[src/rtl/systolic_skew_feeder_if.sv]
// Bundle between the matrix loader / feed controller and the skew feeder.
//   wr_en, wr_sel, wr_idx, wr_data : row write into the A (wr_sel=0) or B (wr_sel=1) store
//   start                          : single-cycle request to begin a feed
//   a_out, b_out                   : west-edge / north-edge lanes into the PE array
//   busy, done                     : feed in progress / one-cycle end-of-drain pulse
// master = the side that loads matrices and issues start; slave = the feeder.
interface systolic_skew_feeder_if #(
  parameter int unsigned DATAWIDTH = 8,
  parameter int unsigned N         = 4
);
  localparam int unsigned IdxW = (N > 1) ? $clog2(N) : 1;

  logic                   wr_en;
  logic                   wr_sel;
  logic [IdxW-1:0]        wr_idx;
  logic [N*DATAWIDTH-1:0] wr_data;
  logic                   start;
  logic [N*DATAWIDTH-1:0] a_out;
  logic [N*DATAWIDTH-1:0] b_out;
  logic                   busy;
  logic                   done;

  modport master (
    output wr_en, wr_sel, wr_idx, wr_data, start,
    input  a_out, b_out, busy, done
  );

  modport slave (
    input  wr_en, wr_sel, wr_idx, wr_data, start,
    output a_out, b_out, busy, done
  );
endinterface

[src/rtl/systolic_skew_feeder.sv]
// Skew feeder for an NxN systolic PE array. Holds operand matrices A and B and, on start,
// streams them onto the west (a_out, lane i -> PE[i][0]) and north (b_out, lane j -> PE[0][j])
// edges with the diagonal skew the array needs, then drains for N cycles and pulses done.
// Ports:
//   clk  : rising-edge clock
//   rst  : synchronous active-high reset (clears state, outputs and both matrix stores)
//   bus  : systolic_skew_feeder_if.slave (row writes, start, a_out/b_out lanes, busy, done)
module systolic_skew_feeder #(
  parameter int unsigned DATAWIDTH = 8,
  parameter int unsigned N         = 4
) (
  input  logic                  clk,
  input  logic                  rst,
  systolic_skew_feeder_if.slave bus
);

  localparam int unsigned CntW      = $clog2(2 * N);
  localparam int unsigned FeedLast  = 2 * N - 2;
  localparam int unsigned DrainLast = N - 1;
  localparam int unsigned RowW      = N * DATAWIDTH;

  typedef enum logic [1:0] {StIdle, StFeed, StDrain} state_e;

  state_e               state_q, state_d;
  logic [CntW-1:0]      count_q, count_d;
  logic [N-1:0][RowW-1:0] a_rows_q, a_rows_d;
  logic [N-1:0][RowW-1:0] b_rows_q, b_rows_d;
  logic [RowW-1:0]      a_out_q, a_out_d;
  logic [RowW-1:0]      b_out_q, b_out_d;
  logic                 busy_q, done_q;
  logic                 emit;
  logic [CntW-1:0]      t_next;

  // Row stores: writes land only in IDLE and only for in-range rows.
  always_comb begin
    a_rows_d = a_rows_q;
    b_rows_d = b_rows_q;
    if (state_q == StIdle && bus.wr_en && (32'(bus.wr_idx) < N)) begin
      if (bus.wr_sel) begin
        b_rows_d[bus.wr_idx] = bus.wr_data;
      end else begin
        a_rows_d[bus.wr_idx] = bus.wr_data;
      end
    end
  end

  // Next state; emit/t_next say which feed step the output registers load at this edge.
  always_comb begin
    state_d = state_q;
    count_d = count_q;
    emit    = 1'b0;
    t_next  = '0;
    unique case (state_q)
      StIdle: begin
        if (bus.start) begin
          state_d = StFeed;
          count_d = '0;
          emit    = 1'b1;
        end
      end
      StFeed: begin
        if (count_q == CntW'(FeedLast)) begin
          state_d = StDrain;
          count_d = '0;
        end else begin
          count_d = count_q + 1'b1;
          emit    = 1'b1;
          t_next  = count_q + 1'b1;
        end
      end
      StDrain: begin
        if (count_q == CntW'(DrainLast)) begin
          state_d = StIdle;
          count_d = '0;
        end else begin
          count_d = count_q + 1'b1;
        end
      end
      default: begin
        state_d = StIdle;
        count_d = '0;
      end
    endcase
  end

  // Lane i of a carries A[i][t-i]; lane j of b carries B[t-j][j]. Both reduce to "row/col
  // index plus element index equals t". Uses the post-write stores so a same-cycle write
  // and start feeds the new data.
  always_comb begin
    a_out_d = '0;
    b_out_d = '0;
    if (emit) begin
      for (int unsigned i = 0; i < N; i++) begin
        for (int unsigned k = 0; k < N; k++) begin
          if (32'(t_next) == i + k) begin
            a_out_d[i*DATAWIDTH +: DATAWIDTH] = a_rows_d[i][k*DATAWIDTH +: DATAWIDTH];
            b_out_d[i*DATAWIDTH +: DATAWIDTH] = b_rows_d[k][i*DATAWIDTH +: DATAWIDTH];
          end
        end
      end
    end
  end

  always_ff @(posedge clk) begin
    if (rst) begin
      state_q  <= StIdle;
      count_q  <= '0;
      a_rows_q <= '0;
      b_rows_q <= '0;
      a_out_q  <= '0;
      b_out_q  <= '0;
      busy_q   <= 1'b0;
      done_q   <= 1'b0;
    end else begin
      state_q  <= state_d;
      count_q  <= count_d;
      a_rows_q <= a_rows_d;
      b_rows_q <= b_rows_d;
      a_out_q  <= a_out_d;
      b_out_q  <= b_out_d;
      busy_q   <= (state_d != StIdle);
      done_q   <= (state_d == StDrain) && (count_d == CntW'(DrainLast));
    end
  end

  assign bus.a_out = a_out_q;
  assign bus.b_out = b_out_q;
  assign bus.busy  = busy_q;
  assign bus.done  = done_q;

endmodule

[src/flat_wrapper.sv]
// flat-port wrapper written by rule: the top's interface ports become plain ports
module systolic_skew_feeder_flat 
#(
  parameter int unsigned DATAWIDTH = 8,
  parameter int unsigned N         = 4
)
  (clk, rst, bus_wr_en, bus_wr_sel, bus_wr_idx, bus_wr_data, bus_start, bus_a_out, bus_b_out, bus_busy, bus_done);
  systolic_skew_feeder_if #(.DATAWIDTH(DATAWIDTH), .N(N)) bus_i ();
  input  logic clk;
  input  logic rst;
  input wire logic [$bits(bus_i.wr_en)-1:0] bus_wr_en;
  input wire logic [$bits(bus_i.wr_sel)-1:0] bus_wr_sel;
  input wire logic [$bits(bus_i.wr_idx)-1:0] bus_wr_idx;
  input wire logic [$bits(bus_i.wr_data)-1:0] bus_wr_data;
  input wire logic [$bits(bus_i.start)-1:0] bus_start;
  output wire logic [$bits(bus_i.a_out)-1:0] bus_a_out;
  output wire logic [$bits(bus_i.b_out)-1:0] bus_b_out;
  output wire logic [$bits(bus_i.busy)-1:0] bus_busy;
  output wire logic [$bits(bus_i.done)-1:0] bus_done;
  assign bus_i.wr_en = bus_wr_en;
  assign bus_i.wr_sel = bus_wr_sel;
  assign bus_i.wr_idx = bus_wr_idx;
  assign bus_i.wr_data = bus_wr_data;
  assign bus_i.start = bus_start;
  assign bus_a_out = bus_i.a_out;
  assign bus_b_out = bus_i.b_out;
  assign bus_busy = bus_i.busy;
  assign bus_done = bus_i.done;
  systolic_skew_feeder #(.DATAWIDTH(DATAWIDTH), .N(N)) u_core (.clk(clk), .rst(rst), .bus(bus_i));
endmodule
[config.mk]
export PLATFORM = sky130hd
export DESIGN_NAME = systolic_skew_feeder_flat
export DESIGN_NICKNAME = d
export VERILOG_FILES = /design/src/rtl/systolic_skew_feeder_if.sv /design/src/rtl/systolic_skew_feeder.sv /design/src/flat_wrapper.sv
export SDC_FILE = /design/constraint.sdc
export NUM_CORES = 1
export LEC_CHECK = 0
export BUFFER_PORTS_ARGS = -buffer_cell sky130_fd_sc_hd__buf_2
export CORE_UTILIZATION = 60
export CTS_CLUSTER_DIAMETER = 40
export DETAILED_ROUTE_END_ITERATION = 6
export MAX_ROUTING_LAYER = met4
export PLACE_DENSITY = 0.8
export RECOVER_POWER = 50
export SLEW_MARGIN = 20
export SYNTH_ARGS = -nofsm -noshare
export SYNTH_HDL_FRONTEND = slang
export SYNTH_SLANG_ARGS = --single-unit
[constraint.sdc]
create_clock -name clk -period 6.9 [get_ports clk]
set_input_delay 1.38 -clock clk [delete_from_list [all_inputs] [get_ports clk]]
set_output_delay 1.38 -clock clk [all_outputs]
set_load 0.01 [all_outputs]
==> reports/metrics.yaml <==
outcome:
  status: "finished with violations"
  violations: "design-rule violations, max-capacitance violations, max-slew violations"
final_layout:
  area_growth_pct: 13.4
  multi_input_area_mm2: 0.00562
  nNetsFinal: 1369
  register_area_mm2: 0.00655
  finalCoreUtilization_pct: 70.2
  n_fill_cell: 1572
  drive_above_1_share_pct: 11.7
  antenna_cells_inserted: 0
timing:
  tightest_slew_ns: 3.48
  setup_viol: 0
  hold_viol_final: 0
  rsz0062_at_grt: "false"
  drv_slew: 169
  layout_min_cycle_time_ns: 4.77
  skew_ns: 0.0260
  slew_headroom_pct: -132
  post-route-period-util_pct: 69.2
  setup_tns_ns: 0
  fmax_mhz: 209
logic_synthesis:
  synth_top_cell_area_share_pct: 51.6
  synth_flop_cell: "dfxtp_1"
  synth_edf_count: 0
  yosys.area.top_type: "dfxtp_1"
  syn_nets: 1326
  yosysWarnings: 0
  netlist-cell-type-count: 54
  synth_top_cells_by_count: "327 x dfxtp_1, 178 x nor2_1, 151 x mux2i_1, 86 x clkbuf_1, 72 x a21oi_1"
  async_reset_ff_share_pct: 0
  synthCells: 1283
  synth.area.top_cells: "dfxtp_1 52%, mux2i_1 12%, nor2_1 5.3%, mux2_2 3.3%, a21oi_1 2.8%"
  yosysSeqAreaShare_pct: 51.6
  synth-seq-cells: 327
  yosysMostFrequentCell: "dfxtp_1"
  mappedNetlistArea_mm2: 0.0127
  syn_area_per_cell_um2: 9.89
routing:
  post_drt_wl_per_cell_um: 21.5
  drc_errors: 40
  ant_nets: 0
  dr.pass1.iters: 7
  vias: 10135
  drtIter0Drc: 896
  via_per_inst: 6.24
  wl_mm: 35.0
grt:
  track_usage_pct: 32.9
  first_global_vias: 9694
  grt_overflow: 0
  grt_antenna_before_repair: 0
  grt_max_degree: 109
  grt_first_pass_wirelength_mm: 53.9
clock_network:
  cts.root.buffer_cell: "clkbuf_16"
  path_clk_slew_ns: 0.06
  cts_repair_resize_count: 0
  clock_sinks: 327
  cts-hold-fix-buffers: 0
  cts_tree: "yes"
  insertion_delay_ns: 0.53
  htreeDepth: 2
  clk_path_buf_depth: 3
  cts_setup_buffers: 0
  cts_inserted_buffers: 38
setup_path:
  arrival_ns: 5.16
  crit_required_ns: 7.28
  crit_fanout: 83
  r2r_cells: 6
  setup.worst_path.end_class: "flop"
  critical_path_class: "primary input to flop"
  cp-start-kind: "primary input"
  rrSetupSlack_ns: 2.61
power:
  p_leak_nw: 5.97
  power.density_mw_per_mm2: 296
  peakVddDrop_mv: 0.238
hold_path:
  min_path_cells: 2
  min_path_type: "flop to flop"
placement:
  hpwlAfterDp_mm: 21.0
  io_buffers: 104
  place.gp.congestion: 0.863
floorplan:
  die_area_mm2: 0.0217
  die_h_um: 147
  die_w_um: 147
  core_mm2: 0.0205
  num_rows: 52
  ios: 105
  initial_core_util_pct: 61.9
flow_run:
  drv_cap: 4
critical path: stages:
cell	delay (ns)
buf_6	0.42
clkbuf_1	2.48
a21oi_1	0.34
or2_2	0.51
flip-flops by register name, indices dropped and copies added, names as in the netlist:
name	flops
u_core.a_rows_q	128
u_core.b_rows_q	128
u_core.bus.a_out	32
u_core.bus.b_out	32
u_core.bus.busy	1
u_core.bus.done	1
u_core.count_q	3
u_core.state_q	2
area by class of cell:
cell class	instances	area share, %
multi-input cells	835	39.0
inverters	5	0.130
clock inverters	16	1.37
well taps	270	2.35
flip-flops and latches	327	45.5
clock buffers	53	7.71
repair buffers	119	3.91
cells in the final DEF (no fill, tap or decap), types with 39 or more instances in the layout:
cell	count
clkbuf_16	39
nand3_1	50
nand2_1	64
nor2b_1	51
a21oi_1	72
clkbuf_1	77
nor2_1	177
dfxtp_1	327
mux2i_1	151
cell families after synthesis:
logic type / share of synthesized area (%)
and+or+nand+nor: 14.2
DFF: 51.6
AOI/OAI and AO/OA: 13.2
muxes: 16.4
buffers and inverters: 4.18
adders and majority gates: 0.395
final timing paths:
check	from	end
max	rst	u_core.bus.busy$_SDFF_PP0_
min	u_core.a_rows_q[59]$_SDFF_PP0_	u_core.a_rows_q[59]$_SDFF_PP0_
max reg2reg	u_core.count_q[0]$_SDFF_PP0_	u_core.bus.a_out[27]$_SDFF_PP0_
min reg2reg	u_core.a_rows_q[59]$_SDFF_PP0_	u_core.a_rows_q[59]$_SDFF_PP0_
metrics by stage:
step / instances / worst slack (ns) / hold WS [ns] / power (W) / instance area (um2)
floorplan: 1283 / 3.69 / 0.435 / 0.00215 / 12700
global placement: 1555 / 2.76 / 0.442 / 0.00223 / 13200
detailed placement: 1555 / 2.67 / 0.446 / 0.00224 / 13200
CTS: 1624 / 2.74 / 0.454 / 0.00426 / 14500
global route: 1625 / 1.79 / 0.465 / 0.00436 / 14400
finish: 1625 / 2.13 / 0.456 / 0.00426 / 14400
power breakdown:
group / internal [W] / switching [W]
sequential: 0.00192 / 0.0000135
clock: 0.00125 / 0.000807
combinational: 0.0000804 / 0.000190
layer usage:
metal / track usage, % / share of wire, % / vias to the layer above
met5: - / 0 / -
met4: 15.9 / 4.6 / 0
met3: 5.03 / 8.1 / 108
met2: 51.2 / 46 / 466
met1: 42.1 / 41 / 4935
li1: - / - / 4626
No activity file was read; power rests on OpenSTA's default activity.
